[config.mk]
export PLATFORM = sky130hd
export DESIGN_NAME = bht_resolve_queue
export DESIGN_NICKNAME = d
export VERILOG_FILES = /design/src/rtl/bht_resolve_queue_pkg.sv /design/src/rtl/bht_resolve_queue_pred_fifo.sv /design/src/rtl/bht_resolve_queue.sv
export SDC_FILE = /design/constraint.sdc
export NUM_CORES = 1
export LEC_CHECK = 0
export BUFFER_PORTS_ARGS = -buffer_cell sky130_fd_sc_hd__buf_2
export CAP_MARGIN = 20
export CORE_UTILIZATION = 30
export DETAILED_ROUTE_END_ITERATION = 12
export PLACE_DENSITY = 0.44
export SLEW_MARGIN = 20
export SYNTH_ARGS = -nofsm -noshare
export SYNTH_HDL_FRONTEND = slang
export SYNTH_HIERARCHICAL = 1
export SYNTH_SLANG_ARGS = --single-unit
[constraint.sdc]
create_clock -name clk -period 6.2 [get_ports clk]
set_input_delay 1.55 -clock clk [delete_from_list [all_inputs] [get_ports clk]]
set_output_delay 1.55 -clock clk [all_outputs]
set_load 0.01 [all_outputs]
[src/rtl/bht_resolve_queue_pkg.sv]
// Shared constants for the BHT resolve queue: address width, packed entry width
// and the 2-bit BHT counter encoding (1x predicts taken, 0x predicts not-taken).
package bht_resolve_queue_pkg;

    localparam int IM_ADDR_BIT   = 12;
    localparam int BHT_ENTRY_BIT = 2 * IM_ADDR_BIT + 2;

    typedef enum logic [1:0] {
        BHT_STRONG_NT = 2'b00,
        BHT_WEAK_NT   = 2'b01,
        BHT_WEAK_T    = 2'b10,
        BHT_STRONG_T  = 2'b11
    } bht_state_e;

    function automatic logic bht_predicts_taken(input logic [1:0] state);
        return state[1];
    endfunction

endpackage

[src/rtl/bht_resolve_queue_pred_fifo.sv]
// Generic DEPTH x WIDTH in-order FIFO with a synchronous flush that empties the
// queue on the same edge and discards any push presented alongside it.
module bht_resolve_queue_pred_fifo #(
    parameter int WIDTH   = 26,
    parameter int DEPTH   = 4,
    parameter int PTR_BIT = 2
) (
    input  logic             clk,
    input  logic             rst_n,
    input  logic             flush,
    input  logic             push_en,
    input  logic [WIDTH-1:0] push_data,
    input  logic             pop_en,
    output logic [WIDTH-1:0] head_data,
    output logic             pop_ok,
    output logic             full,
    output logic             empty
);
    import bht_resolve_queue_pkg::*;

    localparam logic [PTR_BIT:0] FULL_CNT = (PTR_BIT + 1)'(DEPTH);

    logic [WIDTH-1:0]   mem_q [DEPTH];
    logic [WIDTH-1:0]   mem_d [DEPTH];
    logic [PTR_BIT-1:0] wr_ptr_q, wr_ptr_d;
    logic [PTR_BIT-1:0] rd_ptr_q, rd_ptr_d;
    logic [PTR_BIT:0]   count_q, count_d;
    logic               push_ok;

    assign full      = (count_q == FULL_CNT);
    assign empty     = (count_q == '0);
    assign pop_ok    = pop_en && !empty;
    // A pop in the same cycle frees the slot, so a full queue still accepts.
    assign push_ok   = push_en && (!full || pop_ok);
    assign head_data = mem_q[rd_ptr_q];

    always_comb begin
        mem_d = mem_q;
        if (push_ok && !flush) begin
            mem_d[wr_ptr_q] = push_data;
        end
    end

    always_comb begin
        wr_ptr_d = wr_ptr_q;
        rd_ptr_d = rd_ptr_q;
        count_d  = count_q;
        if (flush) begin
            wr_ptr_d = '0;
            rd_ptr_d = '0;
            count_d  = '0;
        end else begin
            if (push_ok) begin
                wr_ptr_d = wr_ptr_q + PTR_BIT'(1);
            end
            if (pop_ok) begin
                rd_ptr_d = rd_ptr_q + PTR_BIT'(1);
            end
            if (push_ok && !pop_ok) begin
                count_d = count_q + (PTR_BIT + 1)'(1);
            end else if (pop_ok && !push_ok) begin
                count_d = count_q - (PTR_BIT + 1)'(1);
            end
        end
    end

    always_ff @(posedge clk) begin
        mem_q <= mem_d;
    end

    always_ff @(posedge clk or negedge rst_n) begin
        if (!rst_n) begin
            wr_ptr_q <= '0;
            rd_ptr_q <= '0;
            count_q  <= '0;
        end else begin
            wr_ptr_q <= wr_ptr_d;
            rd_ptr_q <= rd_ptr_d;
            count_q  <= count_d;
        end
    end

endmodule

[src/rtl/bht_resolve_queue.sv]
// Holds fetch-time BHT predictions until execute resolves them, then drives the
// registered BHT update port and a one-cycle fetch redirect/flush on mispredict.
module bht_resolve_queue #(
    parameter int ADDR_BIT = bht_resolve_queue_pkg::IM_ADDR_BIT,
    parameter int DEPTH    = 4,
    parameter int PTR_BIT  = 2
) (
    input  logic                clk,
    input  logic                rst_n,
    input  logic                push_en,
    input  logic [ADDR_BIT-1:0] push_pc_4,
    input  logic [ADDR_BIT-1:0] push_guess_pc,
    input  logic [1:0]          push_guess_state,
    output logic                full,
    output logic                empty,
    input  logic                pop_en,
    input  logic                pop_is_branch,
    input  logic                pop_taken,
    input  logic [ADDR_BIT-1:0] pop_target,
    output logic                update_en,
    output logic [ADDR_BIT-1:0] update_pc_4,
    output logic [ADDR_BIT-1:0] update_pc_remote,
    output logic [1:0]          update_state_old,
    output logic                branch_succ,
    output logic                redirect_en,
    output logic [ADDR_BIT-1:0] redirect_pc
);
    import bht_resolve_queue_pkg::*;

    localparam int ENTRY_W = 2 * ADDR_BIT + 2;

    // Handshake: push_en is a valid with !full (or a same-cycle pop) as ready;
    // pop_en is a valid whose ready is !empty. Nothing is held across cycles.
    logic [ENTRY_W-1:0]  head_data;
    logic                pop_ok;
    logic                flush;
    logic [ADDR_BIT-1:0] head_pc_4;
    logic [ADDR_BIT-1:0] head_guess_pc;
    logic [1:0]          head_guess_state;
    logic [ADDR_BIT-1:0] actual_pc;
    logic                mispredict;

    logic                update_en_q, update_en_d;
    logic [ADDR_BIT-1:0] update_pc_4_q, update_pc_4_d;
    logic [ADDR_BIT-1:0] update_pc_remote_q, update_pc_remote_d;
    logic [1:0]          update_state_old_q, update_state_old_d;
    logic                branch_succ_q, branch_succ_d;
    logic                redirect_en_q, redirect_en_d;
    logic [ADDR_BIT-1:0] redirect_pc_q, redirect_pc_d;

    bht_resolve_queue_pred_fifo #(
        .WIDTH   (ENTRY_W),
        .DEPTH   (DEPTH),
        .PTR_BIT (PTR_BIT)
    ) u_pred_fifo (
        .clk       (clk),
        .rst_n     (rst_n),
        .flush     (flush),
        .push_en   (push_en),
        .push_data ({push_pc_4, push_guess_pc, push_guess_state}),
        .pop_en    (pop_en),
        .head_data (head_data),
        .pop_ok    (pop_ok),
        .full      (full),
        .empty     (empty)
    );

    assign head_pc_4        = head_data[ENTRY_W-1 -: ADDR_BIT];
    assign head_guess_pc    = head_data[ADDR_BIT+1 -: ADDR_BIT];
    assign head_guess_state = head_data[1:0];

    assign actual_pc  = (pop_is_branch && pop_taken) ? pop_target : head_pc_4;
    assign mispredict = (head_guess_pc != actual_pc);
    // Everything younger than a mispredicted entry is wrong-path.
    assign flush      = pop_ok && mispredict;

    always_comb begin
        update_en_d        = 1'b0;
        update_pc_4_d      = update_pc_4_q;
        update_pc_remote_d = update_pc_remote_q;
        update_state_old_d = update_state_old_q;
        branch_succ_d      = branch_succ_q;
        if (pop_ok && pop_is_branch) begin
            update_en_d        = 1'b1;
            update_pc_4_d      = head_pc_4;
            update_pc_remote_d = pop_target;
            update_state_old_d = head_guess_state;
            branch_succ_d      = pop_taken;
        end
    end

    always_comb begin
        redirect_en_d = flush;
        redirect_pc_d = flush ? actual_pc : redirect_pc_q;
    end

    always_ff @(posedge clk or negedge rst_n) begin
        if (!rst_n) begin
            update_en_q        <= 1'b0;
            update_pc_4_q      <= '0;
            update_pc_remote_q <= '0;
            update_state_old_q <= '0;
            branch_succ_q      <= 1'b0;
            redirect_en_q      <= 1'b0;
            redirect_pc_q      <= '0;
        end else begin
            update_en_q        <= update_en_d;
            update_pc_4_q      <= update_pc_4_d;
            update_pc_remote_q <= update_pc_remote_d;
            update_state_old_q <= update_state_old_d;
            branch_succ_q      <= branch_succ_d;
            redirect_en_q      <= redirect_en_d;
            redirect_pc_q      <= redirect_pc_d;
        end
    end

    assign update_en        = update_en_q;
    assign update_pc_4      = update_pc_4_q;
    assign update_pc_remote = update_pc_remote_q;
    assign update_state_old = update_state_old_q;
    assign branch_succ      = branch_succ_q;
    assign redirect_en      = redirect_en_q;
    assign redirect_pc      = redirect_pc_q;

endmodule
==> results summary, run 1 <==
Detailed routing inserted a total of 3390 vias. The endpoint kind of the worst setup timing path is a flip-flop. The overall track demand over capacity in global routing is between 10% and 20%. Leaving out filler cells and counting taps, the final layout contains roughly 730. The total power divided by cell area came out at 469 nW/µm². In the routed design, unresolved DRC markers number 0.

Sorting the synthesized cells by area gives the leading types as edfxtp_1 (50%), dfrtp_1 (19%), mux4_2 (9.3%), mux2_2 (6.5%), mux2i_1 (1.6%). The total inserted antenna cells is 0. The final global-route overflow total came out at 0. The cell area after synthesis is 6280 µm². The share of layout cells above drive strength 1 is 44.6%. The most common cell in the synthesized netlist is edfxtp_1. The highest clock frequency the design can meet is 256 MHz.

The setup path with the least slack is of type flip-flop to flip-flop. The number of nets in the synthesized netlist is 395. The utilization of the core after routing is 37.4%.

The netlist uses 43 different library cells. The sequential-to-total area share from yosys stat came out at 68.9%. The number of pins with negative max-slew slack in the final report is 0.

In the synthesized netlist, the cells that appear most often are edfxtp_1 (104), dfrtp_1 (48), mux2_2 (36). The largest fanout on the critical path came out at 26. The wire length on met1 is 6260 µm. The number of global-route vias before repair came out at 3644. The highest layer touched by signal routing is met4. The kind of start point of the critical path is a flip-flop.

STA puts the critical path data arrival time at 3.97 ns. The die is between 100 and 150 µm tall. The initial core utilization is 30.8%.

The most instantiated flip-flop cell in the synthesis netlist is edfxtp_1. The post-synthesis register bit count is approximately 150. The flow ran to the end, and the final reports show no timing, DRC or antenna violations. Setup total negative slack on the finished layout was measured at 0 ns. The I/O pin count is between 80 and 90.

The iteration count of the initial detailed-routing pass came out at 4. Before CTS, the worst setup slack after placement is ~1.9 ns. After the last flow step, the layout net total stands at 493. The clock drives 152 sinks. The standard cell core area is 20400 µm². The residual antenna-violating net count after detailed routing is 0. The maximum resistive drop on vdd is 0.000204 V. The largest clock skew in the final design is 0.0153 ns.

The portion of synthesized cell area occupied by the leading cell type is 49.8%. The part of the cycle the worst path needs came out at 63.0%. The number of flops mapped to enable cells by yosys is around 100. The cell row count is 52. The per-cell routed wire length came out at 19.1 µm. The die boundary width came out at ~150 µm. Clock-pin slew was measured on the worst setup and hold paths at 0.06 ns. The biggest area consumer among synthesized cells is edfxtp_1. The maximum number of buffers from clock root to sink is 2. From synthesis to final layout, the design area changed by 21.4%. The post-cts gate resize count is 0. The number of buffers created by CTS is 17. The worst max-slew margin expressed relative to the limit came out at between 40 and 50%. The slew at the pin closest to its max-slew limit came out at 0.769 ns. For this design, the CTS-stage hold fixing added 0 buffers. The count of port buffers added during placement is 86. The CTS H-tree depth came out at 4. The initial antenna violation count was 0. The proportion of synthesized flip-flops having asynchronous set or reset is 31.6%. Setup repair after global routing left no endpoint under its margin. The number of instances in the synthesized netlist is 346. The source-to-sink clock delay at the later pin of the worst-skew pair came out at around 0.43 ns. The final critical delay including setup and external delays came out at 3.91 ns. Wires add up to 13900 µm. TritonCTS built the clock tree. The mean post-synth cell area came out at between 15 and 20 µm².

The hold violation count in the final report is 0. The first-pass GRT wire length came out at 21600 µm. The least setup slack across all paths after layout came out at about 2.3 ns.

The global placer's final weighted congestion came out at 0.724. The number of max-capacitance violations reported came out at 0. The root buffer cell chosen for the clock tree is clkbuf_16. The required time at the endpoint of the critical path is 6.26 ns. In the detailed route, the total length drawn on met2 is 6900 µm. Setup violations remaining at the end of the flow were counted as 0. The die covers 21500 µm².

The largest net degree at the start of global routing came out at 49. The via density per instance is 4.66. For this run, the number of Yosys warnings is 6.

The post-CTS setup repair buffer count is 0. The HPWL after detailed placement came out at around 9500 µm. The number of DRC violations after detailed-routing iteration 0 came out at around 140. Including well taps, the total number of placed cells is 695. For this design the static power due to leakage is 2.93 nW. The worst hold path belongs to the class flip-flop to flip-flop. Detailed routing placed a total of 565 µm of wire on met3.
-- cell families (layout without fill, tap and decap cells) --
logic type,Yosys count,after routing,share of synthesized area (%)
AND/OR/NAND/NOR,35,35,3.03
flip-flops,152,152,68.9
multiplexers,78,78,18.8
buffers and inverters,35,146,2.73
XOR/XNOR,16,16,2.23
adder cells (fa/ha/maj),5,5,1.12
AO/OA/AOI/OAI,25,25,3.17
-- layout make-up --
class                      instances  area (µm²)
timing repair buffer              95         498
fill                            1920       12700
clock buffer                      18         439
inverter                          19        71.3
clock inverter                    14         148
sequential                       152        4330
multi-input combinational        159        1800
tap                              270         338
-- metrics by stage --
stage	total power [mW]	hold slack, ns	area [µm²]
after floorplan	2.22	0.516	6280
after global placement	2.61	0.462	7030
after detailed placement	2.62	0.470	7030
after CTS	3.64	0.484	7620
after global routing	3.79	0.514	7620
final	3.58	0.484	7620
-- power breakdown --
part / total [mW] / switching (mW) / internal, mW
combinational: 1.07 / 0.548 / 0.526
clock: 1.01 / 0.408 / 0.605
sequential: 1.49 / 0.146 / 1.34
-- registers in the layout, indices dropped and copies added (netlist names), 2 cells and up --
register              cells
u_pred_fifo/rd_ptr_q      2
u_pred_fifo/count_q       3
u_pred_fifo/wr_ptr_q      2
redirect_pc              12
u_pred_fifo/mem_q       104
update_pc_4              12
update_state_old          2
update_pc_remote         12
-- cell usage in the layout, fill, tap and decap left out, types with 6 or more instances in the layout --
| master | n |
|---|---|
| buf_2 | 86 |
| buf_4 | 9 |
| clkbuf_16 | 17 |
| dfrtp_1 | 47 |
| edfxtp_1 | 104 |
| inv_1 | 19 |
| mux2_2 | 36 |
| mux2_4 | 6 |
| mux2i_1 | 10 |
| mux4_2 | 26 |
| nand2_1 | 6 |
| nor2_1 | 10 |
| o21ai_0 | 6 |
| xnor2_1 | 9 |
| xor2_1 | 7 |
-- critical path, cell delays in order, from the launching register on --
cell	delay, ns
dfrtp_2	0.73
buf_4	0.38
mux4_2	0.60
mux2i_1	0.22
o22ai_1	0.10
a221o_1	0.31
o31ai_4	0.24
inv_1	0.28
nor3b_2	0.24
buf_4	0.42
-- metal layers --
metal	vias to the layer above	global-route usage (%)
li1	1529	-
met1	1755	17.8
met2	92	22.5
met3	14	3.78
met4	0	4.74
met5	-	0
-- final timing paths --
kind | from | end | slack, ns | cells after the start
worst max register to register | u_pred_fifo/rd_ptr_q[0] | u_pred_fifo/mem_q[62] | 2.29 | 9
worst min register to register | update_pc_4[10] | update_pc_4[10] | 0.48 | 2
worst min-delay path | update_pc_4[10] | update_pc_4[10] | 0.48 | 2
max in group asynchronous | rst_n | u_pred_fifo/rd_ptr_q[0] | 4.46 | 2
worst max-delay path | u_pred_fifo/rd_ptr_q[0] | u_pred_fifo/mem_q[62] | 2.29 | 9
min in group asynchronous | rst_n | redirect_pc[7] | 1.24 | 2
Power figures use the tool's default switching activity.
==> run 2, diff against run 1 <==
Settings changed: ABC_AREA set to 1.
Clock period 6.2 ns to 4.07 ns, I/O delays scaled along.
==> run 2 against run 1 <==
  * Final cell count up 33%
  * Setup slack got worse by 1.4 ns
  * Clock power up 54%
  * Die area is 2.1% higher
  * Power increased by 60%
  * Critical path type unchanged
  * Critical endpoint is now u_pred_fifo/mem_q[81]
==> results summary, run 2 <==
The run finished with clean final reports. The endpoint kind of the worst setup timing path is a flip-flop. The initial core utilization is 30.6%. Counting the fill cells in the layout gives 2103. In the routed layout, each cell is associated on average with a via count of 4.57. The combined area of the multi-input logic cells came out at 1820 µm². The detailed-route via count is between 4000 and 5000. The overall track demand over capacity in global routing came out at 15.2%. The post-synthesis share of cell area spent on and, or, nand and nor gates came out at 19.7%. The die boundary width came out at 148 µm. The total overflow left after global routing is 0. Compared with the post-synthesis result, the final layout area differs by 21.7%. On the final layout, the worst hold slack is around 0.47 ns.

The routed design has 15900 µm of wire. The CTS H-tree depth came out at 4. IR analysis of the VDD net gives a maximum drop of 0.000270 V. The residual DRC count is 0. The TritonCTS clock tree is done. The worst max-slew margin expressed relative to the limit is 49.1%. Counting both buffers and inverters, the worst setup path holds a total of 5.

The die height is ~150 µm. Counting instances in the post-synthesis netlist gives the leading cell types as nand2_1 (157), edfxtp_1 (104), nor2_1 (59). The part of the cycle the worst path needs is 77.0%. The maximum number of buffers from clock root to sink came out at 2. The required time at the endpoint of the critical path is 4.16 ns. The share of layout cells above drive strength 1 came out at 22.8%. The region available for standard cell placement spans roughly 21000 µm². The share of synthesized area in the top cell type comes to 48.7%. Net switching is 35.7% of the power. The iteration count of the initial detailed-routing pass is 4. The total power divided by cell area came out at 733 nW/µm². The cell at the root of the clock tree is clkbuf_16.

Summed over all failing endpoints, the final setup total negative slack is 0 ns. The worst hold path begins at redirect_pc[1]. The leakage power of the design is 3.33 nW. The slew at the pin closest to its max-slew limit is 0.763 ns. The most instantiated flip-flop cell in the synthesis netlist is edfxtp_1. The setup path with the least slack is of type flip-flop to flip-flop.

For this run, asynchronously set or reset flops after synthesis account for 31.6%. The count of synthesis-stage warnings from yosys is 6. The least setup slack across all paths after layout came out at roughly 0.93 ns.

The number of flip-flops under the largest register name came out at 104. STA classifies the critical path startpoint as a flip-flop. The initial antenna violation count is 0. The total inserted antenna cells came out at 0. By area, the combinational part of the netlist is dominated by simple AND/OR/NAND/NOR gates. Setup repair after global routing left no endpoint under its margin. Sorting the synthesized cells by area gives the leading types as edfxtp_1 (49%), dfrtp_1 (19%), nand2_1 (9.2%), o21ai_0 (3.9%), nor2_1 (3.5%). The multiplexer fraction of the synthesized cell area came out at 0%. The final setup violation count came out at 0. Cell internal power was estimated by the tool at 3.68 mW. The residual antenna-violating net count after detailed routing is 0. The largest total area in the synthesized netlist belongs to edfxtp_1. The cell area after synthesis came out at 6410 µm². The highest clock frequency the design can meet is 319 MHz. The per-cell routed wire length came out at 16.5 µm. The area fraction in compound gates after synthesis came out at between 7 and 8%. The count of nets after finishing came out at 728. The family of cells with the greatest summed delay on the critical path is simple AND/OR/NAND/NOR gates. The post-CTS setup repair buffer count is 0. The largest fanout on the critical path came out at 26. The count of port buffers added during placement came out at 86.

The source-to-sink clock delay at the later pin of the worst-skew pair is 0.42 ns. For this design the top-level I/O count stands at a little under 90. The arrival time of data at the critical path endpoint is 3.23 ns.

Prior to clock tree synthesis, the placed netlist has a worst setup slack of between 0.8 and 0.9 ns. The top register by number of flip-flops is u_pred_fifo/mem_q. The post-synthesis share of cell area spent on full adders, half adders and majority gates is 1.09%.

The final critical delay including setup and external delays came out at 3.14 ns. The slowest cell on the critical path is dfrtp_1. The largest clock skew in the final design is 0.0252 ns. The register cell area after layout is 4320 µm².

The maximum single-stage delay on the critical path is roughly 0.42 ns. The post-cts gate resize count is 0. The largest net degree at the start of global routing came out at 54.

The startpoint of the worst-slack reg-to-reg timing path is u_pred_fifo/rd_ptr_q[0]. The mean post-synth cell area came out at 10.9 µm². Counting tap cells, the placed design contains a total of 935 instances. Walking the worst path, the cells encountered are clkinv_2 -> buf_4 -> nor2_1 -> o22ai_1 -> nand2_1 -> nand2_1 -> nand2_1 -> nand2_1 -> nand2_1 -> nor2_2 -> nand3_4 -> nand2_4 -> inv_1 -> inv_1 -> nand2_2 -> nor2_2 -> buf_12.

The fraction of synthesized cell area in xor and xnor cells came out at less than 1%. After routing the design area is 7800 µm². The hold violation count in the final report was 0. In this run, the clock network consumes approximately 27% of the power. The number of pins with negative max-slew slack in the final report came out at 0.

The kind of path behind the tightest hold check is flip-flop to flip-flop. The combinational fraction of design power came out at 34.1%. The startpoint of the most critical setup path is u_pred_fifo/rd_ptr_q[0]. The global placer's final weighted congestion came out at around 0.8. The HPWL after detailed placement is 11000 µm. The number of clock sinks seen by CTS came out at 152. In the post-synthesis netlist, the cell with the most instances is nand2_1.

The number of global-route vias before repair came to 4326. The number of max-capacitance violations reported came out at 0. The synthesized design contains roughly 150 register bits.

The most repeated library cell on the critical path is nand2_1. The quantity of hold-fixing buffers added after cts came out at 0. The total power is ~5.7 mW. The standard cell area after detailed placement is around 7200 µm². The area of the die is roughly 22000 µm². Leaving out fill and tap cells, the most frequent cell in the layout is nand2_1. The number of DRC violations after detailed-routing iteration 0 is 284. Clock-pin slew was measured on the worst setup and hold paths at ~0.060 ns.

In the synthesized netlist, the number of instances is 587. The net count of the mapped netlist came out at 636. The final cell count without fillers came out at slightly below 1000.

The first global-routing pass estimated roughly 25000 µm of wire. The sequential-to-total area share from yosys stat came out at 67.4%. The unique cell type count in the Yosys netlist is 31. The number of flops mapped to enable cells by yosys came out at around 100. The library cells used most frequently in the layout, excluding fill and tap cells, are nand2_1 (157), edfxtp_1 (104), buf_2 (85).

The net load switching power came out at 2.04 mW. Sequential cells account for 38.7% of the total power. The number of buffers created by CTS is 17.

The cell row count came out at 53. Measured on the finished design, the core utilization comes to approximately 37%.
-- run 2: cells by family after synthesis --
family / count (synthesis)
AND/OR/NAND/NOR: 286
flip-flops: 152
AO/OA/AOI/OAI: 85
buffers and inverters: 58
adder cells (fa/ha/maj): 5
XOR/XNOR: 1
-- run 2: power groups by stage --
stage / clock network, mW / registers, mW / logic, mW
floorplan: 0 / 2.32 / 1.14
global placement: 0 / 2.24 / 1.96
detailed placement: 0 / 2.24 / 1.99
CTS: 1.59 / 2.22 / 1.99
global route: 1.67 / 2.25 / 2.20
finish: 1.56 / 2.21 / 1.95
-- run 2: area by class of cell --
class	instances	area share (%)
clock buffers	27	6.88
clock inverters	5	0.722
inverters	30	1.46
multi-input cells	377	23.3
flip-flops and latches	152	55.4
well taps	275	4.41
repair buffers	101	7.79
-- run 2: final timing paths --
check,end,cells after the start,slack [ns]
min in group asynchronous,u_pred_fifo/count_q[0],1,0.63
min reg2reg,redirect_pc[1],2,0.47
min,redirect_pc[1],2,0.47
max reg2reg,u_pred_fifo/mem_q[81],17,0.93
max in group asynchronous,update_pc_4[9],1,2.98
max,u_pred_fifo/mem_q[81],17,0.93
-- run 2: per-layer routing --
| layer | GRT usage [%] | wire (µm) |
|---|---|---|
| met5 | 0 | 0 |
| met4 | 3.81 | 128 |
| met3 | 4.23 | 928 |
| met2 | 24.2 | 7620 |
| met1 | 20.3 | 7240 |
-- run 2: worst register-to-register path, stage by stage (launching register included) --
cell and delay (ns):
dfrtp_1 0.42, clkinv_2 0.24, buf_4 0.30, nor2_1 0.07, o22ai_1 0.37, nand2_1 0.14
nand2_1 0.10, nand2_1 0.05, nand2_1 0.06, nand2_1 0.06, nor2_2 0.12, nand3_4 0.10
nand2_4 0.06, inv_1 0.06, inv_1 0.14, nand2_2 0.13, nor2_2 0.16, buf_12 0.23
==> run 3, diff against run 2 <==
Clock period 4.07 ns to 3.1 ns, I/O delays scaled along.
==> run 3 against run 2 <==
  * Cell area is 2.1% higher
  * Wire length is 1.2% higher
  * Non-clock buffer count is 21 higher
  * Critical endpoint is now u_pred_fifo/mem_q[74]
  * Global-route usage is 0.15 points higher
  * Count of clock-buffer cells in the layout is 8 lower
  * Final cell count is 2.2% higher
==> results summary, run 3 (synthesis gave the netlist of run 2 again) <==
The flow ran to the end, and the final reports show no timing, DRC or antenna violations. By startpoint and endpoint, the worst setup path is classified as flip-flop to flip-flop. The first-pass GRT wire length came out at about 25000 µm. The number of max-capacitance violations reported came out at 0. In this run the remaining antenna-violating nets after routing total 0. The detailed router placed about 4500 vias in this run. The residual DRC count came out at 0. In this run the count of I/O pins placed on the die edge is 87. The number of buffers created by CTS is 17. The share of layout cells above drive strength 1 came out at roughly a quarter. The register cell area after layout is 4330 µm². Setup repair after global routing left no endpoint under its margin. The repair_antennas step left the layout with diodes totalling 0. STA classifies the critical path endpoint as a flip-flop.

The number of flip-flops under the largest register name came out at between 100 and 150. The via density per instance is 4.58. The highest clock frequency the design can meet is about 360 MHz. The area of the die came out at 22000 µm². The CTS H-tree depth came out at 4. The count of port buffers added during placement is 86. For the worst setup path, the data required time is 3.21 ns. The source-to-sink clock delay at the later pin of the worst-skew pair came out at 0.42 ns. The post-CTS clock slew at the launch and capture registers of the worst setup and hold paths came out at 0.06 ns. The global placer's final weighted congestion came out at around 0.83. Counting flops per register, the top entry is u_pred_fifo/mem_q.

The signed area change from the synthesized netlist to the final layout is 24.2%. The HPWL after detailed placement came out at 11200 µm. The total power divided by cell area is 967 nW/µm². The largest fanout on the critical path is 26. The number of global-route vias before repair is 4429. Setup violations remaining at the end of the flow were counted as 0. The most common cell after layout, fill and taps aside is nand2_1. The arrival time of data at the critical path endpoint came out at slightly below 3 ns. The initial core utilization is 30.6%. The final global-route overflow total is 0. The final cell count without fillers came out at ~1000. The layout has 2123 filler cells. Before antenna repair, the detailed router went through 5 iterations. The post-CTS setup repair buffer count came out at 0.

The floorplan step defined a core boundary enclosing 21000 µm². The number of cells traversed by the worst register-to-register path came out at 17. The maximum number of buffers from clock root to sink came out at 2. After detailed placement, the total cell area comes to 7380 µm².

In the layout the commonest cells are nand2_1 (157), edfxtp_1 (104), buf_2 (86). At the pin with the least slew margin, the transition time is 0.588 ns. The post-cts gate resize count is 0. The number of pins with negative max-slew slack in the final report is 0. The cell row count came out at 53. The overall track demand over capacity in global routing is ~15%. The path class of the tightest hold or removal check is input pin to async pin. The initial antenna violation count came out at 0. The worst register-to-register path begins at u_pred_fifo/rd_ptr_q[1]. The die is 148 µm wide. The leakage power of the design came out at 3.44 nW. In the finished design, the share of the clock period the worst path needs comes to 89.5%. The largest net degree at the start of global routing is 40. Including well taps, the total number of placed cells is 956. The design area is 7970 µm². The hold violation count in the final report is 0. The floorplan step set the die height to 148 µm. The least setup slack across all paths after layout came out at ~0.33 ns. The total power came out at 7.70 mW. The quantity of hold-fixing buffers added after cts is 0. The endpoint identified for the worst register-to-register timing path is u_pred_fifo/mem_q[74]. In the final layout, the multi-input gates occupy roughly 1800 µm².

In this run the tightest slew margin relative to its limit is 60.8%. STA classifies the critical path startpoint as a flip-flop. TritonCTS built the clock tree.

The count of nets after finishing came out at roughly 750. The tree is rooted in a clkbuf_16. Timing analysis after detailed placement gives a worst setup slack of roughly 0.2 ns. The number of clock sinks seen by CTS is 152. Setup total negative slack on the finished layout was measured at 0 ns. The number of DRC violations after detailed-routing iteration 0 is 267.

Subtracting the final worst setup slack from the clock period gives 2.77 ns. The maximum resistive drop on vdd came out at 0.000331 V. The flop-to-flop setup slack came out at between 0.3 and 0.4 ns.

The per-cell routed wire length is between 15 and 20 µm. The largest clock skew in the final design is around 0.0070 ns. The final wirelength came out at approximately 16000 µm.
## run 3: cell types whose count changed in the layout (fill, tap and decap cells not counted), moves of 2 or more
cell       previous run  this run
bufinv_16             1         3
clkinv_4              0         2
clkbuf_1              6         2
clkbuf_16            20        17
buf_4                11        30
clkinv_2              2         6
## run 3: where the power goes
part | total (mW) | internal [mW] | switching (mW)
registers | 2.93 | 2.69 | 0.241
logic | 2.72 | 1.03 | 1.69
clock network | 2.05 | 1.26 | 0.791
## run 3: worst max path at each step
| stage | startpoint | to | slack (ns) |
|---|---|---|---|
| 2_1_floorplan | pop_taken | u_pred_fifo/mem_q[0] | -0.15 |
| 3_3_place_gp | pop_taken | u_pred_fifo/mem_q[26] | 0.21 |
| 3_5_place_dp | u_pred_fifo/rd_ptr_q[1] | u_pred_fifo/mem_q[76] | 0.20 |
| 4_1_cts | u_pred_fifo/rd_ptr_q[1] | u_pred_fifo/mem_q[74] | 0.18 |
| 5_1_grt | u_pred_fifo/rd_ptr_q[1] | u_pred_fifo/mem_q[98] | 0.04 |
| 6_report | u_pred_fifo/rd_ptr_q[1] | u_pred_fifo/mem_q[74] | 0.33 |
## run 3: per-layer routing
layer	global-route usage (%)	share of wire [%]	vias to the layer above
met4	6.19	2.2	0
li1	-	-	2228
met1	21.0	48	2177
met3	3.37	3.7	19
met2	23.4	46	102
met5	0	0	-
## run 3: area by class of cell
cell class / count / share of cell area, %
timing repair buffer: 122 / 9.74
clock buffer: 19 / 5.44
sequential: 152 / 54.3
clock inverter: 13 / 1.92
multi-input combinational: 377 / 22.9
tap: 275 / 4.32
inverter: 30 / 1.43
## run 3: worst max-delay path: stages (launching register included)
cell	delay, ns
dfrtp_2	0.50
inv_2	0.08
buf_4	0.19
o21ai_0	0.10
o22ai_1	0.27
nand2_1	0.12
nand2_1	0.10
nand2_1	0.06
nand2_1	0.06
nand2_1	0.05
nor2_2	0.14
nand3_4	0.10
nand2_4	0.07
inv_1	0.05
inv_1	0.07
nand2_2	0.10
nor2_2	0.16
buf_12	0.22
## run 3: metrics by stage
| stage | utilization (%) | hold slack [ns] |
|---|---|---|
| after floorplan | - | 0.479 |
| after global placement | 35.2 | 0.456 |
| after detailed placement | 35.2 | 0.460 |
| after CTS | 38.0 | 0.365 |
| after global routing | 38.0 | 0.388 |
| final | 38.0 | 0.356 |
